### config.mk
export PLATFORM = sky130hd
export DESIGN_NAME = countdown_timer
export DESIGN_NICKNAME = d
export VERILOG_FILES = /design/src/rtl/countdown_timer_pkg.sv /design/src/rtl/countdown_timer_tick_gen.sv /design/src/rtl/countdown_timer.sv
export SDC_FILE = /design/constraint.sdc
export NUM_CORES = 1
export LEC_CHECK = 0
export ABC_AREA = 1
export BUFFER_PORTS_ARGS = -buffer_cell sky130_fd_sc_hd__buf_2
export CORE_ASPECT_RATIO = 1.2
export CORE_UTILIZATION = 55
export DETAILED_ROUTE_END_ITERATION = 7
export PLACE_DENSITY = 0.75
export SETUP_SLACK_MARGIN = 0.2
export SLEW_MARGIN = 20
export SYNTH_ARGS = -nofsm -noshare
export SYNTH_HDL_FRONTEND = slang
export SYNTH_SLANG_ARGS = --single-unit
### constraint.sdc
create_clock -name clk -period 4.55 [get_ports clk]
set_clock_uncertainty 0.05 [all_clocks]
set_input_delay 0.2275 -clock clk [delete_from_list [all_inputs] [get_ports clk]]
set_output_delay 0.2275 -clock clk [all_outputs]
set_load 0.1 [all_outputs]
### src/rtl/countdown_timer_pkg.sv
// Shared game definitions: timer FSM encoding, default limits and small helpers
// used by the countdown timer, mode-select and display stages.
package countdown_timer_pkg;

    localparam int SEC_W           = 5;
    localparam int MAX_SEC_DEFAULT = 31;
    localparam int CLK_HZ_DEFAULT  = 100000000;

    typedef enum logic [1:0] {
        ST_IDLE   = 2'd0,
        ST_RUN    = 2'd1,
        ST_PAUSED = 2'd2,
        ST_DONE   = 2'd3
    } timer_state_t;

    // Clamp a requested round length to the largest value the game allows.
    function automatic logic [SEC_W-1:0] sat_load(input logic [SEC_W-1:0] val,
                                                  input int max_sec);
        if (int'(val) > max_sec) return SEC_W'(max_sec);
        return val;
    endfunction

    // Seconds (0..31) to packed BCD {tens, ones}.
    function automatic logic [7:0] to_bcd(input logic [SEC_W-1:0] val);
        logic [3:0]       tens;
        logic [SEC_W-1:0] ones;
        if (val >= SEC_W'(30))      tens = 4'd3;
        else if (val >= SEC_W'(20)) tens = 4'd2;
        else if (val >= SEC_W'(10)) tens = 4'd1;
        else                        tens = 4'd0;
        ones = val - SEC_W'(tens) * SEC_W'(10);
        return {tens, 4'(ones)};
    endfunction

endpackage

### src/rtl/countdown_timer_tick_gen.sv
// One-second prescaler: counts enabled cycles 0..CLK_HZ-1 and flags the
// terminal count; clr restarts the second from zero.
module tick_gen
    import countdown_timer_pkg::*;
#(
    parameter int CLK_HZ = CLK_HZ_DEFAULT
) (
    input  logic clk,
    input  logic rst_n,
    input  logic en,
    input  logic clr,
    output logic tick
);

    localparam int CNT_W = (CLK_HZ > 1) ? $clog2(CLK_HZ) : 1;
    localparam logic [CNT_W-1:0] TERMINAL = CNT_W'(CLK_HZ - 1);

    logic [CNT_W-1:0] r_count;

    assign tick = en && (r_count == TERMINAL);

    always_ff @(posedge clk or negedge rst_n) begin
        if (!rst_n) begin
            r_count <= '0;
        end else if (clr) begin
            r_count <= '0;
        end else if (en) begin
            r_count <= tick ? '0 : r_count + CNT_W'(1);
        end
    end

endmodule

### src/rtl/countdown_timer.sv
// Round countdown timer: loads a duration in seconds, counts it down once per
// prescaler tick, supports pause/abort/restart and signals expiry.
module countdown_timer
    import countdown_timer_pkg::*;
#(
    parameter int CLK_HZ  = CLK_HZ_DEFAULT,
    parameter int MAX_SEC = MAX_SEC_DEFAULT
) (
    input  logic             clk,
    input  logic             rst_n,
    input  logic             start,
    input  logic [SEC_W-1:0] load_val,
    input  logic             pause,
    input  logic             abort,
    output logic [SEC_W-1:0] remaining,
    output logic [3:0]       sec_tens,
    output logic [3:0]       sec_ones,
    output logic             running,
    output logic             expired,
    output logic             done
);

    timer_state_t     r_state, w_state_nxt;
    logic [SEC_W-1:0] r_remaining, w_remaining_nxt;
    logic             r_expired, w_expired_nxt;
    logic [SEC_W-1:0] w_load;
    logic [7:0]       w_bcd;
    logic             w_tick, w_en, w_clr;

    assign w_load = sat_load(load_val, MAX_SEC);

    // A start or abort overrides counting in the same cycle, so the prescaler
    // is cleared rather than advanced when either is present.
    assign w_en  = (r_state == ST_RUN) && !start && !abort;
    assign w_clr = start || abort;

    tick_gen #(.CLK_HZ(CLK_HZ)) u_tick_gen (
        .clk  (clk),
        .rst_n(rst_n),
        .en   (w_en),
        .clr  (w_clr),
        .tick (w_tick)
    );

    always_ff @(posedge clk or negedge rst_n) begin
        if (!rst_n) begin
            r_state     <= ST_IDLE;
            r_remaining <= '0;
            r_expired   <= 1'b0;
        end else begin
            r_state     <= w_state_nxt;
            r_remaining <= w_remaining_nxt;
            r_expired   <= w_expired_nxt;
        end
    end

    // Priority: abort, then start (reload), then the per-state behaviour.
    // In RUN the tick is applied before a pause request takes the FSM to PAUSED.
    always_comb begin
        w_state_nxt     = r_state;
        w_remaining_nxt = r_remaining;
        w_expired_nxt   = 1'b0;
        if (abort) begin
            w_state_nxt     = ST_IDLE;
            w_remaining_nxt = '0;
        end else if (start) begin
            w_remaining_nxt = w_load;
            if (w_load == '0) begin
                w_state_nxt   = ST_DONE;
                w_expired_nxt = 1'b1;
            end else begin
                w_state_nxt = ST_RUN;
            end
        end else begin
            case (r_state)
                ST_RUN: begin
                    if (w_tick && (r_remaining != '0)) begin
                        w_remaining_nxt = r_remaining - SEC_W'(1);
                    end
                    if (w_tick && (r_remaining == SEC_W'(1))) begin
                        w_state_nxt   = ST_DONE;
                        w_expired_nxt = 1'b1;
                    end else if (pause) begin
                        w_state_nxt = ST_PAUSED;
                    end
                end
                ST_PAUSED: begin
                    if (!pause) w_state_nxt = ST_RUN;
                end
                ST_DONE: begin
                    w_remaining_nxt = '0;
                end
                default: begin
                    w_state_nxt = r_state;
                end
            endcase
        end
    end

    assign w_bcd     = to_bcd(r_remaining);
    assign sec_tens  = w_bcd[7:4];
    assign sec_ones  = w_bcd[3:0];
    assign remaining = r_remaining;
    assign expired   = r_expired;
    assign running   = (r_state == ST_RUN);
    assign done      = (r_state == ST_DONE);

endmodule

# Word level (Yosys, flattened, before mapping)
# Cells that the tools add are included.
# op_classes
add_sub_neg,3
multipliers,1
div_mod_pow,0
n_lt_le_gt_ge,3
n_eq_ne,8
shift,0
n_mux,22
bitwise_logic,0
n_reduce_logical,15
# op_table
cell,n
$mux W27,3
$add A27 B1 Y27 const B,1
$eq A27 B27 Y1 const B,1
$mux W2,8
$mux W5,3
$ge A5 B5 Y1 const B,2
$pmux W5 S2,1
$reduce_bool A4 Y1,2
$mux W1,6
$eq A5 B1 Y1 const B,1
$ge A5 B4 Y1 const B,1
$logic_and A1 B1 Y1,5
$logic_not A5 Y1,1
$ne A5 B4 Y1 const B,1
$reduce_bool A5 Y1,1
$sub A5 B1 Y5 const B,1
$eq A2 B2 Y1 const B,2
$ne A4 B3 Y1 const B,1
$ne A4 B4 Y1 const B,1
$pmux W2 S2,1
$sub A4 B4 Y4,1
$mul A2 B3 Y3 const B,1
$reduce_and A3 Y1,1
$eq A2 B1 Y1 const B,1
other kinds (4),5
# totals
ff_bits,35
latchBits,0
ram_bits,0
mem_bits_ro,0
inputBits,10
output_inout_bits,16
elab_cells,56
memories,0

# Longest topological paths before layout
# logic_depth
ltp_word,9
ltp_mapped,12
mapped_depth_nobuf,12

# By module
# A second synthesis with hierarchy kept.
# hier_totals
cells_unflattened,376
area_unflattened_um2,2553.7
# by_module_without_submodules
mod,instances,cells_per_inst,area_each_um2,seq_area_each_um2
tick_gen,1,259,1742.9,675.6
countdown_timer,1,117,810.8,200.2

# Worst setup path after synthesis
# OpenSTA, ideal clock, no wires.
# synth_path
path_kind,reg2out
start,"reg r_remaining[3], in the netlist remaining[3]"
end,out sec_ones[3]
arrival_ps,4730
required_ps,4273
slack_ps,-457
stages_incl_launch_ff,7
n_path_buf,1
path_cell_list,dfrtp_1 -> clkbuf_2 -> nor2_1 -> nor2_1 -> inv_1 -> fa_1 -> xor2_1
# synth_via
word_cells_on_any_way,8
classes_between,1 x add/sub; 1 x mul; 3 x order compare; 3 x mux
# synth_lines
item,line_no,source
from (decl),countdown_timer.sv:24,"logic [SEC_W-1:0] r_remaining, w_remaining_nxt;"
from (signal assigned),countdown_timer.sv:52,r_remaining <= w_remaining_nxt;
$ge A5 B5 Y1,countdown_timer_pkg.sv:28,else if (val >= SEC_W'(20)) tens = 4'd2;
$mux W2,countdown_timer_pkg.sv:28,
$mux W2 (*),countdown_timer_pkg.sv:27,if (val >= SEC_W'(30)) tens = 4'd3;
net sec_tens[1],countdown_timer.sv:16,"output logic [3:0] sec_tens,"
$mul A2 B3 Y3 (*),countdown_timer_pkg.sv:31,ones = val - SEC_W'(tens) * SEC_W'(10);
$sub A4 B4 Y4 (*),countdown_timer_pkg.sv:31,
to (decl),countdown_timer.sv:17,"output logic [3:0] sec_ones,"
# Mark *: on every way through the listed nets, which the timed path passes. The rest lies on a longest branch.

# Worst setup path in the final report
# layout_path
start,"reg r_remaining[2], in the netlist remaining[2]"
end,out sec_ones[3]
# layout_via
elab_chain_cells,6
word_cells_on_any_way,8
classes_between,1 x add/sub; 1 x mul; 3 x order compare; 3 x mux
# layout_lines
item,line_no,source
$ge A5 B4 Y1,countdown_timer_pkg.sv:29,else if (val >= SEC_W'(10)) tens = 4'd1;
$mux W1,countdown_timer_pkg.sv:29,
$mux W2,countdown_timer_pkg.sv:28,
$mux W2,countdown_timer_pkg.sv:27,
$mul A2 B3 Y3,countdown_timer_pkg.sv:31,
$sub A4 B4 Y4 (*),countdown_timer_pkg.sv:31,
# Every way passes the cells marked *; elsewhere a longest branch is shown, timed or not.

==> out/metrics.yaml <==
timing.fmax_mhz: 360
clock_sinks: 35
die_x_um: 64.0
initial_core_util_pct: 58.6
setup.worst_path.class: "flip-flop to primary output"
rsz0062_at_grt: "false"
gp_congestion: 0.852
dp_hpwl_um: 4180
cpPeakStageDelay_ns: 0.50
area_growth_syn_to_layout_pct: 9.38
wire_per_inst_um: 12.4
crit_chain: "inv_1, nor2_1, o21ai_0, nand3b_1, ha_1, inv_1, fa_1, xor2_2, buf_2"
antenna_found_initial: 0
leakage_nw: 1.35
avgSynthCellArea_um2: 7.02
final.setup.tns_ns: 0
holdCritPathClass: "primary input to flip-flop"
synth_top_area_cell: "dfrtp_1"
synth_edf_count: 0
cts_tree: "yes"
r2r-end: "u_tick_gen.r_count[21]"
hold_path.startpoint: "abort"
ys.flop_type: "dfrtp_1"
report.final.slew_viol_count: 0
htreeDepth: 2
avgViaCountPerCell: 5.17
grt_use_total_pct: 25.4
cp_max_fo: 8
synth.ff_latch_count: 35
synth_top_family_by_area: "simple AND/OR/NAND/NOR gates"
maxCapViolCount: 0
first_pass_iters: 4
insertion_delay_ns: 0.30
drive_gt1_share_pct: 17.8
synthMuxAreaShare_pct: 0
hold_slack_ns: 0.206
crit_path_top_delay_cell: "dfrtp_1"
synth_area_leaders: "dfrtp_1 35%, nand2_1 14%, inv_1 7.9%, nor2_1 6.8%, ha_1 4.0%"
synth.distinct_cells: 37
r2r_cells: 11
fin_crit_sh_pct: 61.1
end_kind: "primary output"
synth_area_um2: 2530
grt_max_degree: 36
synth_warnings: 0
yosysTopAreaCellShare_pct: 34.6
min_period_ns: 2.78
hold_path_depth: 4
cp.buffers_inverters: 3
antenna_cells: 0
final_hold_viol_count: 0
grt_pass1_wl_um: 9610
io_buffers: 23
fin_ws_ns: 1.77
core.rowCount: 26
drtIter0Drc: 131
grt_pass1_vias: 2278
io_pins: 26
cpLargestDelayFamily: "buffers and inverters"
slew_headroom_pct: 47.1
syn_inst: 361
dp_slack_ns: 2.09
yosys.area_share.xor_xnor_pct: 1.38
cp_data_arrival_time_ns: 2.50
p_per_area_nw_per_um2: 337
remaining_drc_errors: 0
final_nets: 405
ir_worst_vdd_mv: 0.445
setup_viol: 0
synthSimpleGateAreaFrac_pct: 39.2
synth-seq-area-share_pct: 34.6
synthAdderAreaFrac_pct: 4.74
utilization_pct: 64.1
chipHeight_um: 76.4
vias: 2289
cp.required_ns: 4.27
status: "completed"
numCtsBuffers: 5
clk_pin_slew_ns: 0.07
tightest_slew_ns: 0.793
antenna_left: 0
overflow: 0
fp.dieArea_um2: 4880
cp_common_cell: "inv_1"
synth_compound_area_share_pct: 9.28
core_area_um2: 4330
hold_end: "r_state[0]"
post_cts_buffers: 0
clockBufferDepth: 2
reg2reg_slack_ns: 2.58
rr_startpoint: "r_state[1]"
synthArstFlopShare_pct: 100
clock-root-buffer: "clkbuf_8"
routed_wl_um: 5490
start_kind: "flip-flop"
through the flow:
stage	total power, mW	area, um^2	instances
after floorplan	0.668	2550	362
after global placement	0.714	2680	434
after detailed placement	0.718	2680	434
after CTS	0.942	2770	443
after global routing	0.973	2770	443
final	0.934	2770	443
sequential cells by signal, summed over array words and instances, names as in the netlist:
register            count
u_tick_gen.r_count     27
r_state                 2
remaining               5
expired                 1
final cells by class:
cell class | instances | area [um^2]
Clock inverter | 3 | 15.0
Clock buffer | 5 | 68.8
Timing Repair Buffer | 24 | 125
Fill cell | 427 | 1560
Sequential cell | 35 | 876
Inverter | 56 | 215
Multi-Input combinational cell | 264 | 1400
Tap cell | 56 | 70.1
synth_stat cells (2+ instances only):
cell type and n:
inv_2 2, nor3_2 2, ha_1 8, buf_4 3, nor2_1 46, inv_1 53, nand2_4 3, nand3_1 20
o21ai_1 4, nand3b_1 3, nor3_1 10, buf_6 2, o21ai_0 12, dfrtp_1 35, o21ai_2 5, nand2_2 8
nand4_1 6, xor2_1 4, a21oi_1 14, nand2_1 97, nor2_2 4, nor2_4 5
tightest hold or removal path, cell delays in order:
cell	delay, ns
buf_2	0.12
a21oi_1	0.05
nand2_1	0.06
nand2_1	0.05
routing by layer:
layer	track usage, %	share of wire (%)	vias to the layer above
met5	0	0	-
met4	11.1	2.7	0
met3	5.54	2.8	14
met2	46.7	53	45
met1	27.1	42	1059
li1	-	-	1171
what timing repair did:
item	4_1_cts	5_1_grt
setup endpoints to repair	0	0
hold endpoints to repair	11	0
resized for setup	0	0
hold buffers	1	0
placed cells by master, fill, tap and decap left out, types with 4 or more instances in the layout:
master,synthesis,layout
a21oi_1,14,14
buf_2,1,23
clkbuf_8,0,5
dfrtp_1,35,35
ha_1,8,8
inv_1,53,53
nand2_1,97,97
nand2_2,8,8
nand3_1,20,20
nand4_1,6,6
nor2_1,46,45
nor2_2,4,5
nor2_4,5,5
nor3_1,10,10
o21ai_0,12,12
o21ai_1,4,4
o21ai_2,5,5
how the worst max path moves through the flow:
stage / from / endpoint / slack [ns] / depth (start not counted)
finish: remaining[2] / sec_ones[3] / 1.77 / 9
global route: remaining[2] / sec_ones[3] / 1.63 / 9
CTS: remaining[2] / sec_ones[3] / 1.76 / 9
detailed placement: remaining[2] / sec_ones[3] / 2.09 / 9
global placement: remaining[2] / sec_ones[3] / 2.22 / 9
floorplan: remaining[0] / sec_ones[3] / 0.22 / 8
power by group:
part	switching, mW	internal [mW]
Sequential	0.0171	0.322
Clock	0.118	0.105
Combinational	0.308	0.0646
kinds of logic (layout without fill, tap and decap cells):
group,Yosys count,in the layout
AOI/OAI and AO/OA,39,39
xor gates and xnor gates,4,4
adders and majority gates,9,9
buffers and inverters,63,88
DFF,35,35
other,1,2
and+or+nand+nor,210,210
Note: power is estimated with default switching activity, not from simulation.
